==> src/rtl/scene_mem_arbiter_if.sv <==
// scene_mem_arbiter_if: scene memory bus; slave = arbiter (gen/rm write reqs, drw/col read reqs, gnt/rvalid/rdata out, mem port A/B out, mem_rdata in), master = requesters plus memory
interface scene_mem_arbiter_if #(
  parameter int ADDR_W = 9,
  parameter int DATA_W = 2
);
  logic              gen_req, rm_req, drw_req, col_req;
  logic [ADDR_W-1:0] gen_addr, rm_addr, drw_addr, col_addr;
  logic [DATA_W-1:0] gen_data, rm_data;
  logic              gen_gnt, rm_gnt, drw_gnt, col_gnt;
  logic              drw_rvalid, col_rvalid;
  logic [DATA_W-1:0] rdata;
  logic [ADDR_W-1:0] mem_raddr, mem_waddr;
  logic              mem_we;
  logic [DATA_W-1:0] mem_wdata, mem_rdata;
  modport slave (
    input  gen_req, gen_addr, gen_data, rm_req, rm_addr, rm_data,
    input  drw_req, drw_addr, col_req, col_addr, mem_rdata,
    output gen_gnt, rm_gnt, drw_gnt, col_gnt, drw_rvalid, col_rvalid, rdata,
    output mem_raddr, mem_waddr, mem_we, mem_wdata
  );
  modport master (
    output gen_req, gen_addr, gen_data, rm_req, rm_addr, rm_data,
    output drw_req, drw_addr, col_req, col_addr, mem_rdata,
    input  gen_gnt, rm_gnt, drw_gnt, col_gnt, drw_rvalid, col_rvalid, rdata,
    input  mem_raddr, mem_waddr, mem_we, mem_wdata
  );
endinterface

==> src/rtl/scene_mem_arbiter.sv <==
// scene_mem_arbiter: shares scene memory read port (drw/col, round-robin) and write port (rm over gen) with registered burst grants; ports clk50M, rst_n (async low), bus (scene_mem_arbiter_if.slave)
module scene_mem_arbiter #(
  parameter int ADDR_W    = 9,
  parameter int DATA_W    = 2,
  parameter int MAX_BURST = 300
) (
  input logic                  clk50M,
  input logic                  rst_n,
  scene_mem_arbiter_if.slave   bus
);
  localparam int CNT_W = $clog2(MAX_BURST + 1);
  localparam logic [CNT_W-1:0] CNT_MAX = CNT_W'(MAX_BURST);
  logic              gen_gnt_q, gen_gnt_d, rm_gnt_q, rm_gnt_d;
  logic              drw_gnt_q, drw_gnt_d, col_gnt_q, col_gnt_d;
  logic              ptr_q, ptr_d;
  logic [CNT_W-1:0]  wcnt_q, wcnt_d, rcnt_q, rcnt_d, wcnt_inc, rcnt_inc;
  logic              drw_rv_q, drw_rv_d, col_rv_q, col_rv_d, fwd_q, fwd_d;
  logic [DATA_W-1:0] fwd_data_q, fwd_data_d, wdata_q, wdata_d;
  logic [ADDR_W-1:0] waddr_q, waddr_d, raddr_q, raddr_d;
  logic              gen_acc, rm_acc, drw_acc, col_acc, w_lim, r_lim;
  logic              gen_hold, rm_hold, drw_hold, col_hold;
  always_comb begin
    gen_acc    = gen_gnt_q & bus.gen_req;
    rm_acc     = rm_gnt_q & bus.rm_req;
    drw_acc    = drw_gnt_q & bus.drw_req;
    col_acc    = col_gnt_q & bus.col_req;
    wcnt_inc   = (gen_acc | rm_acc) && wcnt_q != CNT_MAX ? wcnt_q + 1'b1 : wcnt_q;
    rcnt_inc   = (drw_acc | col_acc) && rcnt_q != CNT_MAX ? rcnt_q + 1'b1 : rcnt_q;
    w_lim      = wcnt_inc == CNT_MAX;
    r_lim      = rcnt_inc == CNT_MAX;
    gen_hold   = gen_acc & ~(w_lim & bus.rm_req);
    rm_hold    = rm_acc & ~(w_lim & bus.gen_req);
    drw_hold   = drw_acc & ~(r_lim & bus.col_req);
    col_hold   = col_acc & ~(r_lim & bus.drw_req);
    gen_gnt_d  = gen_hold | (~rm_hold & ~gen_gnt_q & bus.gen_req & ~(bus.rm_req & ~rm_gnt_q));
    rm_gnt_d   = rm_hold | (~gen_hold & ~rm_gnt_q & bus.rm_req);
    drw_gnt_d  = drw_hold | (~col_hold & ~drw_gnt_q & bus.drw_req & ~(bus.col_req & ~col_gnt_q & ~ptr_q));
    col_gnt_d  = col_hold | (~drw_hold & ~col_gnt_q & bus.col_req & ~(bus.drw_req & ~drw_gnt_q & ptr_q));
    ptr_d      = col_gnt_d & ~col_gnt_q ? 1'b1 : drw_gnt_d & ~drw_gnt_q ? 1'b0 : ptr_q;
    wcnt_d     = {gen_gnt_d, rm_gnt_d} != {gen_gnt_q, rm_gnt_q} ? '0 : wcnt_inc;
    rcnt_d     = {drw_gnt_d, col_gnt_d} != {drw_gnt_q, col_gnt_q} ? '0 : rcnt_inc;
    waddr_d    = gen_acc ? bus.gen_addr : rm_acc ? bus.rm_addr : waddr_q;
    wdata_d    = gen_acc ? bus.gen_data : rm_acc ? bus.rm_data : wdata_q;
    raddr_d    = drw_acc ? bus.drw_addr : col_acc ? bus.col_addr : raddr_q;
    drw_rv_d   = drw_acc;
    col_rv_d   = col_acc;
    fwd_d      = (drw_acc | col_acc) & (gen_acc | rm_acc) & (waddr_d == raddr_d);
    fwd_data_d = wdata_d;
  end
  always_ff @(posedge clk50M or negedge rst_n) begin
    if (!rst_n) begin
      gen_gnt_q  <= 1'b0;
      rm_gnt_q   <= 1'b0;
      drw_gnt_q  <= 1'b0;
      col_gnt_q  <= 1'b0;
      ptr_q      <= 1'b0;
      wcnt_q     <= '0;
      rcnt_q     <= '0;
      waddr_q    <= '0;
      wdata_q    <= '0;
      raddr_q    <= '0;
      drw_rv_q   <= 1'b0;
      col_rv_q   <= 1'b0;
      fwd_q      <= 1'b0;
      fwd_data_q <= '0;
    end else begin
      gen_gnt_q  <= gen_gnt_d;
      rm_gnt_q   <= rm_gnt_d;
      drw_gnt_q  <= drw_gnt_d;
      col_gnt_q  <= col_gnt_d;
      ptr_q      <= ptr_d;
      wcnt_q     <= wcnt_d;
      rcnt_q     <= rcnt_d;
      waddr_q    <= waddr_d;
      wdata_q    <= wdata_d;
      raddr_q    <= raddr_d;
      drw_rv_q   <= drw_rv_d;
      col_rv_q   <= col_rv_d;
      fwd_q      <= fwd_d;
      fwd_data_q <= fwd_data_d;
    end
  end
  assign bus.gen_gnt    = gen_gnt_q;
  assign bus.rm_gnt     = rm_gnt_q;
  assign bus.drw_gnt    = drw_gnt_q;
  assign bus.col_gnt    = col_gnt_q;
  assign bus.drw_rvalid = drw_rv_q;
  assign bus.col_rvalid = col_rv_q;
  assign bus.rdata      = fwd_q ? fwd_data_q : (drw_rv_q | col_rv_q) ? bus.mem_rdata : '0;
  assign bus.mem_we     = gen_acc | rm_acc;
  assign bus.mem_waddr  = waddr_d;
  assign bus.mem_wdata  = wdata_d;
  assign bus.mem_raddr  = raddr_d;
endmodule

==> src/flat_wrapper.sv <==
// flat-port wrapper written by rule: the top's interface ports become plain ports
module scene_mem_arbiter_flat 
#(
  parameter int ADDR_W    = 9,
  parameter int DATA_W    = 2,
  parameter int MAX_BURST = 300
)
  (clk50M, rst_n, bus_gen_req, bus_gen_addr, bus_gen_data, bus_rm_req, bus_rm_addr, bus_rm_data, bus_drw_req, bus_drw_addr, bus_col_req, bus_col_addr, bus_mem_rdata, bus_gen_gnt, bus_rm_gnt, bus_drw_gnt, bus_col_gnt, bus_drw_rvalid, bus_col_rvalid, bus_rdata, bus_mem_raddr, bus_mem_waddr, bus_mem_we, bus_mem_wdata);
  scene_mem_arbiter_if #(.ADDR_W(ADDR_W), .DATA_W(DATA_W)) bus_i ();
  input logic clk50M;
  input logic rst_n;
  input wire logic [$bits(bus_i.gen_req)-1:0] bus_gen_req;
  input wire logic [$bits(bus_i.gen_addr)-1:0] bus_gen_addr;
  input wire logic [$bits(bus_i.gen_data)-1:0] bus_gen_data;
  input wire logic [$bits(bus_i.rm_req)-1:0] bus_rm_req;
  input wire logic [$bits(bus_i.rm_addr)-1:0] bus_rm_addr;
  input wire logic [$bits(bus_i.rm_data)-1:0] bus_rm_data;
  input wire logic [$bits(bus_i.drw_req)-1:0] bus_drw_req;
  input wire logic [$bits(bus_i.drw_addr)-1:0] bus_drw_addr;
  input wire logic [$bits(bus_i.col_req)-1:0] bus_col_req;
  input wire logic [$bits(bus_i.col_addr)-1:0] bus_col_addr;
  input wire logic [$bits(bus_i.mem_rdata)-1:0] bus_mem_rdata;
  output wire logic [$bits(bus_i.gen_gnt)-1:0] bus_gen_gnt;
  output wire logic [$bits(bus_i.rm_gnt)-1:0] bus_rm_gnt;
  output wire logic [$bits(bus_i.drw_gnt)-1:0] bus_drw_gnt;
  output wire logic [$bits(bus_i.col_gnt)-1:0] bus_col_gnt;
  output wire logic [$bits(bus_i.drw_rvalid)-1:0] bus_drw_rvalid;
  output wire logic [$bits(bus_i.col_rvalid)-1:0] bus_col_rvalid;
  output wire logic [$bits(bus_i.rdata)-1:0] bus_rdata;
  output wire logic [$bits(bus_i.mem_raddr)-1:0] bus_mem_raddr;
  output wire logic [$bits(bus_i.mem_waddr)-1:0] bus_mem_waddr;
  output wire logic [$bits(bus_i.mem_we)-1:0] bus_mem_we;
  output wire logic [$bits(bus_i.mem_wdata)-1:0] bus_mem_wdata;
  assign bus_i.gen_req = bus_gen_req;
  assign bus_i.gen_addr = bus_gen_addr;
  assign bus_i.gen_data = bus_gen_data;
  assign bus_i.rm_req = bus_rm_req;
  assign bus_i.rm_addr = bus_rm_addr;
  assign bus_i.rm_data = bus_rm_data;
  assign bus_i.drw_req = bus_drw_req;
  assign bus_i.drw_addr = bus_drw_addr;
  assign bus_i.col_req = bus_col_req;
  assign bus_i.col_addr = bus_col_addr;
  assign bus_i.mem_rdata = bus_mem_rdata;
  assign bus_gen_gnt = bus_i.gen_gnt;
  assign bus_rm_gnt = bus_i.rm_gnt;
  assign bus_drw_gnt = bus_i.drw_gnt;
  assign bus_col_gnt = bus_i.col_gnt;
  assign bus_drw_rvalid = bus_i.drw_rvalid;
  assign bus_col_rvalid = bus_i.col_rvalid;
  assign bus_rdata = bus_i.rdata;
  assign bus_mem_raddr = bus_i.mem_raddr;
  assign bus_mem_waddr = bus_i.mem_waddr;
  assign bus_mem_we = bus_i.mem_we;
  assign bus_mem_wdata = bus_i.mem_wdata;
  scene_mem_arbiter #(.ADDR_W(ADDR_W), .DATA_W(DATA_W), .MAX_BURST(MAX_BURST)) u_core (.clk50M(clk50M), .rst_n(rst_n), .bus(bus_i));
endmodule
==> config.mk <==
export PLATFORM = sky130hd
export DESIGN_NAME = scene_mem_arbiter_flat
export DESIGN_NICKNAME = d
export VERILOG_FILES = /design/src/rtl/scene_mem_arbiter_if.sv /design/src/rtl/scene_mem_arbiter.sv /design/src/flat_wrapper.sv
export SDC_FILE = /design/constraint.sdc
export NUM_CORES = 1
export LEC_CHECK = 0
export ABC_AREA = 1
export CORE_UTILIZATION = 48
export CTS_CLUSTER_SIZE = 24
export DETAILED_ROUTE_END_ITERATION = 10
export HOLD_SLACK_MARGIN = 0.15
export PLACE_DENSITY = 0.8
export REMOVE_ABC_BUFFERS = 1
export SYNTH_ARGS = -nofsm -noshare
export SYNTH_HDL_FRONTEND = slang
export SYNTH_SLANG_ARGS = --single-unit
==> constraint.sdc <==
create_clock -name clk50M -period 3.45 [get_ports clk50M]
set_clock_uncertainty 0.2 [all_clocks]
set_input_delay 0.69 -clock clk50M [delete_from_list [all_inputs] [get_ports clk50M]]
set_output_delay 0.69 -clock clk50M [all_outputs]
set_load 0.01 [all_outputs]
==> summary.md <==
| Metric | Value |
|---|---|
| Worst setup EP type | `primary output` |
| Slew @ Worst Pin | `about 1.0 ns` |
| Run status | `complete, no violations` |
| Detailed-route vias per instance | `around 5` |
| Initial Util | `0.500` |
| Hold-fix buffers, CTS | `0` |
| # placed instances | `between 500 and 600` |
| RSZ-0062 raised after global routing | `no` |
| Drt total wl | `7.30 mm` |
| Final setup viols | `0` |
| CTS Sinks | `46` |
| R2r worst-path depth | `19` |
| DIE WIDTH | `between 70 and 80 µm` |
| Synth Register Bits | `46` |
| Worst skew pair latency | `slightly above 0.3 ns` |
| DR pass1 iterations | `4` |
| Netlist cell types | `24` |
| IO Port Bufs | `76` |
| Clock root buffer | `clkbuf_8` |
| Sequential share of power | `0.313` |
| Slew Limit Fails | `0` |
| Sw frac | `0.401` |
| Routed Antenna Nets | `0` |
| Routability cong. | `0.865` |
| Share of layout cells above drive strength 1 | `0.104` |
| Fill cells | `approximately 480` |
| Clock share of power | `0.132` |
| Vias in the first global route | `2863` |
| Die Span Y | `approximately 78 µm` |
| PwrDens | `~660 nW/µm²` |
| Slowest cell delay on critical path | `between 0.5 and 0.6 ns` |
| CTS tree | `yes` |
| Crit-path cells | `clkdlybuf4s50_1 -> nand2_1 -> clkinvlp_4 -> nand2_1 -> a31oi_1 -> clkdlybuf4s50_1` |
| Post-Syn Area | `around 2800 µm²` |
| Storage element area | `~1200 µm²` |
| Ports | `77` |
| Total CTS buffers | `5` |
| Final core occ | `0.700` |
| Int Pwr | `about 1.5 mW` |
| GRT Residual Overflow | `0` |
| Final net count | `approximately 550` |
| First-pass GRT wire length | `between 10 and 15 mm` |
| Placement Rows | `27` |
| Synth Instances | `a little under 400` |
| Static Leak | `approximately 1.9 nW` |
| Seq/Total Area, Yosys | `0.415` |
| Post-DP HPWL | `5.52 mm` |
| Max VDD drop | `about 0.00048 V` |
| Worst Path Max Fanout | `12` |
| Worst EP arrival | `approximately 2.4 ns` |
| Post-Layout Cell Count | `570` |
| DR iter-0 viols | `168` |
| Vias | `roughly 2900` |
| Antenna cells | `0` |
| CP Data Required Time | `around 2.6 ns` |
| Crit start category | `input port` |
| Final Hold Viols | `0` |
| Clock slew at reported path FFs | `0.09 ns` |
| Setup_tns | `0 ns` |
| Die area | `approximately 6100 µm²` |
| Final period util | `0.957` |
| Largest net degree at the start of global routing | `47` |
| Switching pwr | `1.03 mW` |
| Total track usage | `0.264` |
| Antenna violations before repair | `0` |
| CORE AREA | `about 5500 µm²` |
| Clock Path Buffers | `2` |
| WL/cell | `12.8 µm` |
| Multi-input gate area | `1390 µm²` |
| Comb power frac | `0.556` |
| Fmax | `around 0.3 GHz` |
| Post-synthesis average cell area | `about 7 µm²` |
| Max_slew headroom | `0.316` |
| DRC viols | `0` |
| Max Cap Violations | `0` |
| Worst min-delay path class | `in -> async` |
| CP max-delay cell | `clkdlybuf4s50_1` |
| Crit path kind | `in -> out` |
| Final min period | `approximately 3.3 ns` |
| Syn. warnings | `0` |
| Syn-to-layout area delta | `39.8%` |
| CTS H-Tree Depth | `2` |
[power groups by stage]
stage	clock network [mW]	logic [mW]	registers, mW
after floorplan	0	0.701	0.801
after global placement	0	1.38	0.810
after detailed placement	0	1.41	0.814
after CTS	0.343	1.43	0.806
after global routing	0.373	1.58	0.828
final	0.340	1.43	0.806
[stage by stage]
step           total power, mW  worst slack [ns]  hold slack (ns)  area (µm²)
6_report                  2.58             0.147            0.347        3880
5_1_grt                   2.78           0.00841            0.377        3880
4_1_cts                   2.58            0.0183            0.364        3860
3_5_place_dp              2.22            0.0137            0.346        3770
3_3_place_gp              2.19             0.109            0.317        3770
2_1_floorplan             1.50             0.621            0.194        2740
[sequential cells by signal, indices dropped and copies added (netlist names)]
name / cells
u_core.bus.col_gnt: 1
u_core.bus.col_rvalid: 1
u_core.bus.drw_gnt: 1
u_core.bus.drw_rvalid: 1
u_core.bus.gen_gnt: 1
u_core.bus.rm_gnt: 1
u_core.fwd_data_q: 2
u_core.fwd_q: 1
u_core.ptr_q: 1
u_core.raddr_q: 9
u_core.rcnt_q: 9
u_core.waddr_q: 9
u_core.wcnt_q: 9
[placed cells by master, fill, tap and decap left out, types with 3 or more instances in the layout]
cell type          n
dfrtp_1           46
o21ai_0            4
nand4_1            8
a31oi_1           19
clkdlybuf4s50_1   74
a21oi_1            5
clkinvlp_4         3
ha_1               6
nand3_1           25
nor2_1            56
xnor2_1            4
clkbuf_8           5
xor2_1            10
buf_4             23
nand2_1          134
nand2_2            8
inv_1             49
[final timing paths]
| path | startpoint | endpoint | slack [ns] |
|---|---|---|---|
| worst max-delay path | bus_rm_req | bus_mem_waddr[1] | 0.15 |
| worst min-delay path | rst_n | u_core.bus.drw_gnt | 0.35 |
| worst max register to register | u_core.rcnt_q[0] | u_core.rcnt_q[2] | 0.55 |
| worst min register to register | u_core.ptr_q | u_core.ptr_q | 0.36 |
| max in group asynchronous | rst_n | u_core.raddr_q[0] | 2.06 |
| min in group clk50M | u_core.ptr_q | u_core.ptr_q | 0.36 |
[critical path, delay by kind of cell]
family / cells / cell delay, ns
compound gates: 1 / 0.19
simple gates: 2 / 0.20
buf+inv: 3 / 1.32
[final cells by class]
class                   count  area share
clock inverters             3     0.00549
well taps                  72      0.0232
inverters                  53      0.0533
multi-input cells         291       0.358
flip-flops and latches     46       0.297
repair buffers            100       0.245
clock buffers               5      0.0178
[layer usage]
metal | vias up | GRT usage | routed length [µm]
met3 | 16 | 0.0553 | 415
met4 | 0 | 0.0870 | 163
met5 | - | 0 | 0
met1 | 1337 | 0.326 | 3090
li1 | 1441 | - | -
met2 | 81 | 0.459 | 3640
[kinds of logic after synthesis]
group | share of synthesized area
AOI/OAI and AO/OA | 0.0677
xor gates and xnor gates | 0.0442
adders and majority gates | 0.0271
buffers and inverters | 0.0853
DFF | 0.415
and+or+nand+nor | 0.361
[synth_stat cells]
| cell type | number | area, µm² |
|---|---|---|
| nand2_1 | 135 | 507 |
| nor2_1 | 56 | 210 |
| inv_1 | 51 | 191 |
| dfrtp_1 | 46 | 1150 |
| nand3_1 | 25 | 125 |
| a31oi_1 | 19 | 119 |
| xor2_1 | 10 | 87.6 |
| nand4_1 | 8 | 50.1 |
| nand2_2 | 7 | 43.8 |
| buf_2 | 6 | 30.0 |
| ha_1 | 6 | 75.1 |
| a21oi_1 | 5 | 25.0 |
| o21ai_0 | 4 | 20.0 |
| xnor2_1 | 4 | 35.0 |
| clkbuf_1 | 2 | 7.51 |
| inv_2 | 2 | 7.51 |
| nand2_4 | 2 | 22.5 |
| nor2_2 | 2 | 12.5 |
| nor3_1 | 2 | 10.0 |
| or2_2 | 2 | 12.5 |
| nor4_1 | 1 | 6.26 |
| o211ai_1 | 1 | 7.51 |
| o21ai_2 | 1 | 8.76 |
| o21bai_1 | 1 | 7.51 |
[what timing repair did]
action,in CTS,in global routing
endpoints found under the hold margin,0,0
gates resized for setup,0,4
setup endpoints to repair,0,19
setup buffers,0,0
Note: power is estimated with default switching activity, not from simulation.
